## src/rtl/aes_seq_pkg.sv

```systemverilog
// aes_seq_pkg: shared types and constants for the AES block sequencer.
//   seq_state_e : 3-bit FSM encoding (IDLE, POP, WAIT_RD, LOAD, RUN, PUSH, GAP, ERR)
//   BLOCK_W     : AES block width (fixed at 128)
//   tmr_width() : bits needed for the shared down-counter, clog2(max(a,b,c))
//   TMR_W       : timer width for the default parameter set
package aes_seq_pkg;

  localparam int BLOCK_W = 128;

  typedef enum logic [2:0] {
    IDLE    = 3'd0,
    POP     = 3'd1,
    WAIT_RD = 3'd2,
    LOAD    = 3'd3,
    RUN     = 3'd4,
    PUSH    = 3'd5,
    GAP     = 3'd6,
    ERR     = 3'd7
  } seq_state_e;

  // The counter loads (value-1), so clog2(max) bits always suffice; keep >= 1 bit.
  function automatic int tmr_width(input int a, input int b, input int c);
    int m;
    m = a;
    if (b > m) m = b;
    if (c > m) m = c;
    return (m < 2) ? 1 : $clog2(m);
  endfunction

  localparam int TMR_W = tmr_width(3, 3, 1024);

endpackage

```

## src/rtl/aes_block_sequencer_if.sv

```systemverilog
// aes_block_sequencer_if: FIFO and AES-core handshake bundle.
//   in_*  : input block FIFO (empty flag, data, pop strobe)
//   aes_* : AES core (start/din, done/dout)
//   out_* : output block FIFO (full flag, write strobe, data)
// Modports: master = sequencer side, slave = FIFOs/AES core side.
interface aes_block_sequencer_if;
  import aes_seq_pkg::*;

  logic               in_empty;
  logic [BLOCK_W-1:0] in_data;
  logic               in_rd_en;
  logic               aes_start;
  logic [BLOCK_W-1:0] aes_din;
  logic               aes_done;
  logic [BLOCK_W-1:0] aes_dout;
  logic               out_full;
  logic               out_wr_en;
  logic [BLOCK_W-1:0] out_data;

  modport master (
    input  in_empty, in_data, aes_done, aes_dout, out_full,
    output in_rd_en, aes_start, aes_din, out_wr_en, out_data
  );

  modport slave (
    output in_empty, in_data, aes_done, aes_dout, out_full,
    input  in_rd_en, aes_start, aes_din, out_wr_en, out_data
  );

endinterface

```

## src/rtl/seq_cycle_timer.sv

```systemverilog
// seq_cycle_timer: loadable down-counter with zero flag.
//   clk, reset (async, active-low)
//   load/load_val : load a new count (wins over dec)
//   dec           : count down by one, saturating at zero
//   zero          : count is zero
module seq_cycle_timer #(
  parameter int W = 10
) (
  input  logic         clk,
  input  logic         reset,
  input  logic         load,
  input  logic [W-1:0] load_val,
  input  logic         dec,
  output logic         zero
);

  logic [W-1:0] cnt_q, cnt_d;

  always_comb begin
    cnt_d = cnt_q;
    if (load)                  cnt_d = load_val;
    else if (dec && !zero)     cnt_d = cnt_q - 1'b1;
  end

  always_ff @(posedge clk or negedge reset) begin
    if (!reset) cnt_q <= '0;
    else        cnt_q <= cnt_d;
  end

  assign zero = (cnt_q == '0);

endmodule

```

## src/rtl/aes_block_sequencer.sv

```systemverilog
// aes_block_sequencer: moves one 128-bit block at a time from the input FIFO
// through the AES core into the output FIFO.
//   clk, reset (async, active-low)
//   enable    : level, allows new blocks to start
//   bus       : FIFO/AES handshakes (aes_block_sequencer_if.master)
//   busy      : FSM not in IDLE
//   blk_count : blocks written to the output FIFO (wraps)
//   err       : sticky watchdog error, err_clr returns to IDLE
// Optional feature: define SEQ_WATCHDOG_EN to bound the wait for aes_done to
// AES_TIMEOUT cycles; without it RUN waits forever and err is tied low.
module aes_block_sequencer
  import aes_seq_pkg::*;
#(
  parameter int RD_LAT      = 3,
  parameter int WR_GAP      = 3,
  parameter int AES_TIMEOUT = 1024,
  parameter int CNT_W       = 16
) (
  input  logic                   clk,
  input  logic                   reset,
  input  logic                   enable,
  input  logic                   err_clr,
  aes_block_sequencer_if.master  bus,
  output logic                   busy,
  output logic [CNT_W-1:0]       blk_count,
  output logic                   err
);

  localparam int            TW      = tmr_width(RD_LAT, WR_GAP, AES_TIMEOUT);
  localparam logic [TW-1:0] RD_LOAD = TW'(RD_LAT - 1);
  localparam logic [TW-1:0] WR_LOAD = TW'(WR_GAP - 1);
`ifdef SEQ_WATCHDOG_EN
  localparam logic [TW-1:0] WD_LOAD = TW'(AES_TIMEOUT - 1);
`endif

  seq_state_e         state_q, state_d;
  logic [BLOCK_W-1:0] data_q, data_d;
  logic [BLOCK_W-1:0] res_q, res_d;
  logic [CNT_W-1:0]   blk_count_q, blk_count_d;

  logic          tmr_load, tmr_dec, tmr_zero;
  logic [TW-1:0] tmr_val;
  logic          rd_en, start, wr_en;

  // One timer serves WAIT_RD, GAP and the RUN watchdog; only one is ever active.
  seq_cycle_timer #(.W(TW)) u_tmr (
    .clk      (clk),
    .reset    (reset),
    .load     (tmr_load),
    .load_val (tmr_val),
    .dec      (tmr_dec),
    .zero     (tmr_zero)
  );

  always_comb begin
    state_d     = state_q;
    data_d      = data_q;
    res_d       = res_q;
    blk_count_d = blk_count_q;
    tmr_load    = 1'b0;
    tmr_val     = '0;
    tmr_dec     = 1'b0;
    rd_en       = 1'b0;
    start       = 1'b0;
    wr_en       = 1'b0;
    case (state_q)
      IDLE: if (enable && !bus.in_empty && !bus.out_full) state_d = POP;
      POP: begin
        rd_en    = 1'b1;
        tmr_load = 1'b1;
        tmr_val  = RD_LOAD;
        state_d  = WAIT_RD;
      end
      WAIT_RD: begin
        tmr_dec = 1'b1;
        if (tmr_zero) begin
          data_d  = bus.in_data;
          state_d = LOAD;
        end
      end
      LOAD: begin
        start   = 1'b1;
`ifdef SEQ_WATCHDOG_EN
        tmr_load = 1'b1;
        tmr_val  = WD_LOAD;
`endif
        state_d = RUN;
      end
      RUN: begin
        // aes_done is only looked at here; pulses in any other state are dropped.
        if (bus.aes_done) begin
          res_d   = bus.aes_dout;
          state_d = PUSH;
        end
`ifdef SEQ_WATCHDOG_EN
        else if (tmr_zero) state_d = ERR;
        else               tmr_dec = 1'b1;
`endif
      end
      PUSH: if (!bus.out_full) begin
        wr_en       = 1'b1;
        blk_count_d = blk_count_q + 1'b1;
        tmr_load    = 1'b1;
        tmr_val     = WR_LOAD;
        state_d     = GAP;
      end
      GAP: begin
        tmr_dec = 1'b1;
        if (tmr_zero) state_d = IDLE;
      end
`ifdef SEQ_WATCHDOG_EN
      ERR: if (err_clr) state_d = IDLE;
`endif
      default: state_d = IDLE;
    endcase
  end

  always_ff @(posedge clk or negedge reset) begin
    if (!reset) begin
      state_q     <= IDLE;
      data_q      <= '0;
      res_q       <= '0;
      blk_count_q <= '0;
    end else begin
      state_q     <= state_d;
      data_q      <= data_d;
      res_q       <= res_d;
      blk_count_q <= blk_count_d;
    end
  end

  assign bus.in_rd_en  = rd_en;
  assign bus.aes_start = start;
  assign bus.aes_din   = data_q;
  assign bus.out_wr_en = wr_en;
  assign bus.out_data  = res_q;
  assign busy          = (state_q != IDLE);
  assign blk_count     = blk_count_q;

`ifdef SEQ_WATCHDOG_EN
  assign err = (state_q == ERR);
`else
  logic unused_err_clr;
  assign unused_err_clr = err_clr;
  assign err = 1'b0;
`endif

endmodule

```

## src/flat_wrapper.sv

```systemverilog
// flat-port wrapper written by rule: the top's interface ports become plain ports
module aes_block_sequencer_flat import aes_seq_pkg::*;
#(
  parameter int RD_LAT      = 3,
  parameter int WR_GAP      = 3,
  parameter int AES_TIMEOUT = 1024,
  parameter int CNT_W       = 16
)
  (clk, reset, enable, err_clr, busy, blk_count, err, bus_in_empty, bus_in_data, bus_aes_done, bus_aes_dout, bus_out_full, bus_in_rd_en, bus_aes_start, bus_aes_din, bus_out_wr_en, bus_out_data);
  aes_block_sequencer_if bus_i ();
  input  logic clk;
  input  logic reset;
  input  logic enable;
  input  logic err_clr;
  output logic busy;
  output logic [CNT_W-1:0] blk_count;
  output logic err;
  input wire logic [$bits(bus_i.in_empty)-1:0] bus_in_empty;
  input wire logic [$bits(bus_i.in_data)-1:0] bus_in_data;
  input wire logic [$bits(bus_i.aes_done)-1:0] bus_aes_done;
  input wire logic [$bits(bus_i.aes_dout)-1:0] bus_aes_dout;
  input wire logic [$bits(bus_i.out_full)-1:0] bus_out_full;
  output wire logic [$bits(bus_i.in_rd_en)-1:0] bus_in_rd_en;
  output wire logic [$bits(bus_i.aes_start)-1:0] bus_aes_start;
  output wire logic [$bits(bus_i.aes_din)-1:0] bus_aes_din;
  output wire logic [$bits(bus_i.out_wr_en)-1:0] bus_out_wr_en;
  output wire logic [$bits(bus_i.out_data)-1:0] bus_out_data;
  assign bus_i.in_empty = bus_in_empty;
  assign bus_i.in_data = bus_in_data;
  assign bus_i.aes_done = bus_aes_done;
  assign bus_i.aes_dout = bus_aes_dout;
  assign bus_i.out_full = bus_out_full;
  assign bus_in_rd_en = bus_i.in_rd_en;
  assign bus_aes_start = bus_i.aes_start;
  assign bus_aes_din = bus_i.aes_din;
  assign bus_out_wr_en = bus_i.out_wr_en;
  assign bus_out_data = bus_i.out_data;
  aes_block_sequencer #(.RD_LAT(RD_LAT), .WR_GAP(WR_GAP), .AES_TIMEOUT(AES_TIMEOUT), .CNT_W(CNT_W)) u_core (.clk(clk), .reset(reset), .enable(enable), .err_clr(err_clr), .bus(bus_i), .busy(busy), .blk_count(blk_count), .err(err));
endmodule
```

## config.mk

```make
export PLATFORM = sky130hd
export DESIGN_NAME = aes_block_sequencer_flat
export DESIGN_NICKNAME = d
export VERILOG_FILES = /design/src/rtl/aes_seq_pkg.sv /design/src/rtl/aes_block_sequencer_if.sv /design/src/rtl/seq_cycle_timer.sv /design/src/rtl/aes_block_sequencer.sv /design/src/flat_wrapper.sv
export SDC_FILE = /design/constraint.sdc
export NUM_CORES = 1
export LEC_CHECK = 0
export CAP_MARGIN = 20
export CORE_AREA = 2 2 207 209
export DETAILED_ROUTE_END_ITERATION = 10
export DIE_AREA = 0 0 209 211
export DONT_BUFFER_PORTS = 1
export PLACE_DENSITY = 0.39
export SETUP_SLACK_MARGIN = 0.05
export SYNTH_ARGS = -nofsm -noshare
export SYNTH_HDL_FRONTEND = slang
export SYNTH_SLANG_ARGS = --single-unit
```

## constraint.sdc

```tcl
create_clock -name clk -period 2.02 [get_ports clk]
set_input_delay 0.202 -clock clk [delete_from_list [all_inputs] [get_ports clk]]
set_output_delay 0.202 -clock clk [all_outputs]
set_load 0.005 [all_outputs]
```

# After elaboration in Yosys (flattened, before gate mapping)
# Index checks and enable logic that the tools add are counted.
# totals
inputBits	263
out_inout_bits	277
regBits	285
wordCells	50
# classes
mux	16
n_reduce_logical	15
n_addsub	2
n_eq_ne	11
bitwise	1
# op_table
operator	n
$pmux 3 s7	1
$mux 10	2
$pmux 10 s2	1
$add 16x1->16 const B	1
$mux 3	5
$logic_not 10->1	1
$sub 10x1->10 const B	1
$eq 3x3->1 const B	3
$ne 2x2->1 const B	4
$eq 3x2->1 const B	2
$reduce_and 2->1	3
$mux 1	5
$reduce_and 5->1	1
$eq 3x1->1 const B	1
$logic_and 1x1->1	3
$logic_not 1->1	3
$logic_not 3->1	1
$reduce_bool 3->1	1
$mux 2	1
$ne 2x1->1 const B	1
$pmux 1 s2	1
$reduce_bool 2->1	1
$reduce_or 2->1	1
$not 1->1	1

# Depth between registers and ports, before layout
# logic_depth
depth_word	6
depth_mapped	7
mapped_depth_nobuf	6

# Hierarchy
# From an unflattened synthesis, not the netlist that was laid out.
# hier_totals
cells_unflattened	697
hier_area_um2	11110.7
# modules_own_cells
module	area_per_inst_um2	n_inst	cells_per_inst
aes_block_sequencer	10461.3	1	625
seq_cycle_timer	649.4	1	72

# Worst setup path before layout
# OpenSTA, ideal clock, no wires.
# synth_timing
path_kind	reg2reg
from	register u_core.u_tmr.cnt_q[0]
to	register u_core.data_q[107] (netlist: u_core.bus.aes_din[107])
path_stages_with_launch	8
arrival_ns	2.078
setup_slack_ns	-0.183
setup_ns	0.125
t_required_ns	1.895
n_path_buf	2
period_less_slack_ns	2.203
path_cell_list	dfrtp_1 -> inv_1 -> ha_1 -> or3b_2 -> nor4b_4 -> buf_4 -> buf_12 -> mux2_2
# synth_between
elab_chain_cells	2
# synth_rtl
element	line	rtl
start: declaration	seq_cycle_timer.sv:17	logic [W-1:0] cnt_q, cnt_d;
start signal: assignment	seq_cycle_timer.sv:27	else cnt_q <= cnt_d;
$logic_not 10->1	seq_cycle_timer.sv:30	assign zero = (cnt_q == '0);
$reduce_and 2->1 (no source line)	n/a	
end signal: assignment	aes_block_sequencer.sv:126	data_q <= data_d;
end: declaration	aes_block_sequencer.sv:37	logic [BLOCK_W-1:0] data_q, data_d;
# Every way passes these cells.
# A chain may end at the register's enable or synchronous reset.

# Final worst setup path
# layout_timing
from	register u_core.u_tmr.cnt_q[0]
to	register u_core.data_q[55] (netlist: u_core.bus.aes_din[55])
# Same word-level chain as after synthesis.

==> results.py <==
metrics = {
    "outcome": {
        "status": "finished with violations",
        "violations": "hold timing, setup timing",
    },
    "sta": {
        "rsz0062_at_grt": "true",
        "holdWs_ns": -0.624,
        "post-route-period-util": 1.10,
        "clock_skew_ns": 0.0109,
        "slew_violations": 0,
        "fin_ws_ns": -0.199,
        "setup_viol": 130,
        "tns_ns": -17.11,
        "finalHoldViolCount": 285,
        "fmax_ghz": 0.451,
        "relSlewSlack": 0.652,
        "min_period_ns": 2.22,
        "worst_pin_slew_ns": 0.523,
    },
    "setup_path": {
        "reg2reg_setup_slack_ns": -0.20,
        "r2r_start": "u_core.u_tmr.cnt_q[0]",
        "cp-startpoint": "u_core.u_tmr.cnt_q[0]",
        "critPathLaunchType": "flip-flop",
        "worst-path-max-fanout": 16,
        "reg2reg_to": "u_core.bus.aes_din[55]",
        "worstSetupPathType": "flip-flop to flip-flop",
        "endpoint": "u_core.bus.aes_din[55]",
        "cp_data_required_time_ns": 2.42,
        "arrival_ns": 2.62,
        "endpoint_kind": "flip-flop",
        "reg2regPathDepth": 8,
    },
    "routing": {
        "wl_um": 33400,
        "wl_per_cell_um": 21.3,
        "drt-initial-drc-count": 325,
        "ant_nets": 0,
        "vias_per_cell": 4.48,
        "drc": 0,
        "first_pass_iters": 4,
        "num_vias": 7009,
    },
    "die": {
        "pin_count": 540,
        "die-area_um2": 44100,
        "die_h_um": 211,
        "start_util": 0.263,
        "row_count": 75,
        "die_w_um": 209,
        "coreArea_um2": 41800,
    },
    "clocking": {
        "clock_insertion_delay_worst_skew_ns": 0.53,
        "path_clk_slew_ns": 0.06,
        "cts_sinks": 285,
        "cts_tree": "yes",
        "cts-root-buf": "clkbuf_16",
        "cts_buffer_depth": 3,
        "cts_htree_levels": 2,
        "cts_buffers": 35,
    },
    "power_and_ir_drop": {
        "p_leak_uw": 0.00743,
        "ir_drop_mv": 0.789,
        "powerDensity_nw_per_um2": 1260,
        "p_total_uw": 20600,
    },
    "finish": {
        "fill_cells": 3799,
        "antenna_cells": 0,
        "multi_input_area_um2": 4040,
        "seqCellArea_um2": 7130,
        "nNetsFinal": 1269,
        "drive_gt1_frac": 0.373,
        "syn_to_final_growth_pct": 49.1,
    },
    "yosys": {
        "yosysSeqAreaShare": 0.649,
        "avgSynthCellArea_um2": 16.1,
        "syn-num-nets": 946,
        "synthArstFlopShare": 1.00,
        "syn_inst": 681,
        "synth_top_flop_cell": "dfrtp_1",
        "synth_area_um2": 11000,
        "synth_warnings": 0,
        "yosysUniqueCellTypes": 43,
        "synth_edf_count": 0,
        "ys_seq_elements": 285,
    },
    "min_path": {
        "min_path_type": "input port to async pin",
    },
    "placement": {
        "dp_hpwl_um": 22100,
        "place_congestion": 0.753,
        "port-buffer-count": 0,
    },
    "global_route": {
        "track_usage": 0.140,
        "overflow": 0,
        "grt_pass1_vias": 7926,
        "grt_start_max_net_pins": 286,
        "grt_pass1_wl_um": 47600,
        "antenna_found_initial": 1,
    },
    "job": {
        "max_cap_viol_count": 0,
    },
}
[sequential cells by signal, indices dropped and copies added (netlist names)]
signal,count
u_core.bus.out_data,128
u_core.blk_count,16
u_core.state_q,3
u_core.u_tmr.cnt_q,10
u_core.bus.aes_din,128
[area by class of cell]
type | instances | share of cell area
flip-flops and latches | 285 | 0.435
clock inverters | 9 | 0.00420
well taps | 539 | 0.0412
clock buffers | 50 | 0.0631
inverters | 6 | 0.00137
multi-input cells | 357 | 0.246
repair buffers | 319 | 0.209
[cells in the mapped netlist, types with 2 or more instances]
library cell	number	area, µm²
dfrtp_1	285	7130
mux2_2	256	2880
buf_2	15	75.1
nand2_1	13	48.8
nand3_1	12	60.1
buf_6	11	124
nor2_1	10	37.5
xnor2_1	10	87.6
xor2_1	7	61.3
inv_1	6	22.5
a21oi_1	5	25.0
o21ai_0	4	20.0
clkbuf_1	3	11.3
nor4_1	3	18.8
and4_1	2	17.5
buf_12	2	40.0
buf_4	2	15.0
ha_1	2	25.0
nand2b_1	2	12.5
nand4_1	2	12.5
nor3_1	2	10.0
o2111ai_1	2	17.5
o211ai_1	2	15.0
o311ai_0	2	17.5
o31ai_1	2	15.0
or3_1	2	12.5
[power by group]
group	switching [µW]	internal, µW	total [µW]
clock network	2440	3560	6010
registers	2180	7940	10100
logic	1430	3070	4500
total	6060	14600	20600
[kinds of logic after synthesis]
kind of cell | count (synthesis) | share of synthesized area
DFF | 285 | 0.649
muxes | 256 | 0.262
and+or+nand+nor | 58 | 0.0304
buffers and inverters | 39 | 0.0262
AOI/OAI and AO/OA | 23 | 0.0163
xor gates and xnor gates | 17 | 0.0135
adders and majority gates | 2 | 0.00228
other | 1 | 0.000341
[how the worst min path moves through the flow]
stage	startpoint	endpoint	slack (ns)	cells after the start
6_report	reset	u_core.bus.out_data[121]	-0.62	0
2_1_floorplan	reset	u_core.blk_count[0]	-0.09	0
3_3_place_gp	reset	u_core.bus.out_data[109]	-0.08	0
3_5_place_dp	reset	u_core.bus.out_data[121]	-0.09	0
4_1_cts	reset	u_core.bus.out_data[121]	-0.67	0
5_1_grt	reset	u_core.bus.out_data[24]	-0.66	0
[per-stage QoR]
step	area [µm²]	instances	setup WS [ns]	utilization
global route	16400	1565	-0.279	0.392
CTS	15800	1548	-0.215	0.379
detailed placement	12000	1232	-0.206	0.288
floorplan	11100	681	-0.0688	-
finish	16400	1565	-0.199	0.392
global placement	12000	1232	-0.174	0.288
[timing repair]
item | 4_1_cts | 5_1_grt
pin swaps | 0 | 3
hold buffers | 257 | 1
hold endpoints to repair | 546 | 286
setup endpoints to repair | 128 | 134
resized for setup | 34 | 77
buffers inserted | 0 | 7
cloned | 0 | 9
[cell usage in the layout, fill, tap and decap left out, types with 3 or more instances in the layout]
cell type	n
nand3_1	12
clkinv_2	4
inv_1	4
xor2_1	7
nor4_1	3
mux2_2	148
o21ai_0	3
clkbuf_1	6
mux2_4	108
xnor2_1	10
nand2_1	13
dfrtp_1	285
a21oi_1	5
buf_4	30
dlygate4sd3_1	258
nor2_1	10
buf_6	3
buf_8	5
clkbuf_8	8
buf_12	15
clkbuf_16	43
[critical path: stages (launching register included)]
cell and delay [ns]:
dfrtp_1 0.38, inv_2 0.07, ha_4 0.14, or3b_4 0.40, nor4b_4 0.24, buf_4 0.18, buf_12 0.15, buf_12 0.18
mux2_2 0.34
[layer usage]
layer  global-route usage  vias to the layer above  part of all wire
met2                0.259                      376              0.53
li1                     -                     3050                 -
met3               0.0546                       55             0.099
met1                0.141                     3526              0.35
met4               0.0544                        2             0.026
met5                    0                        -           0.00021
(Power assumes the default switching activity.)
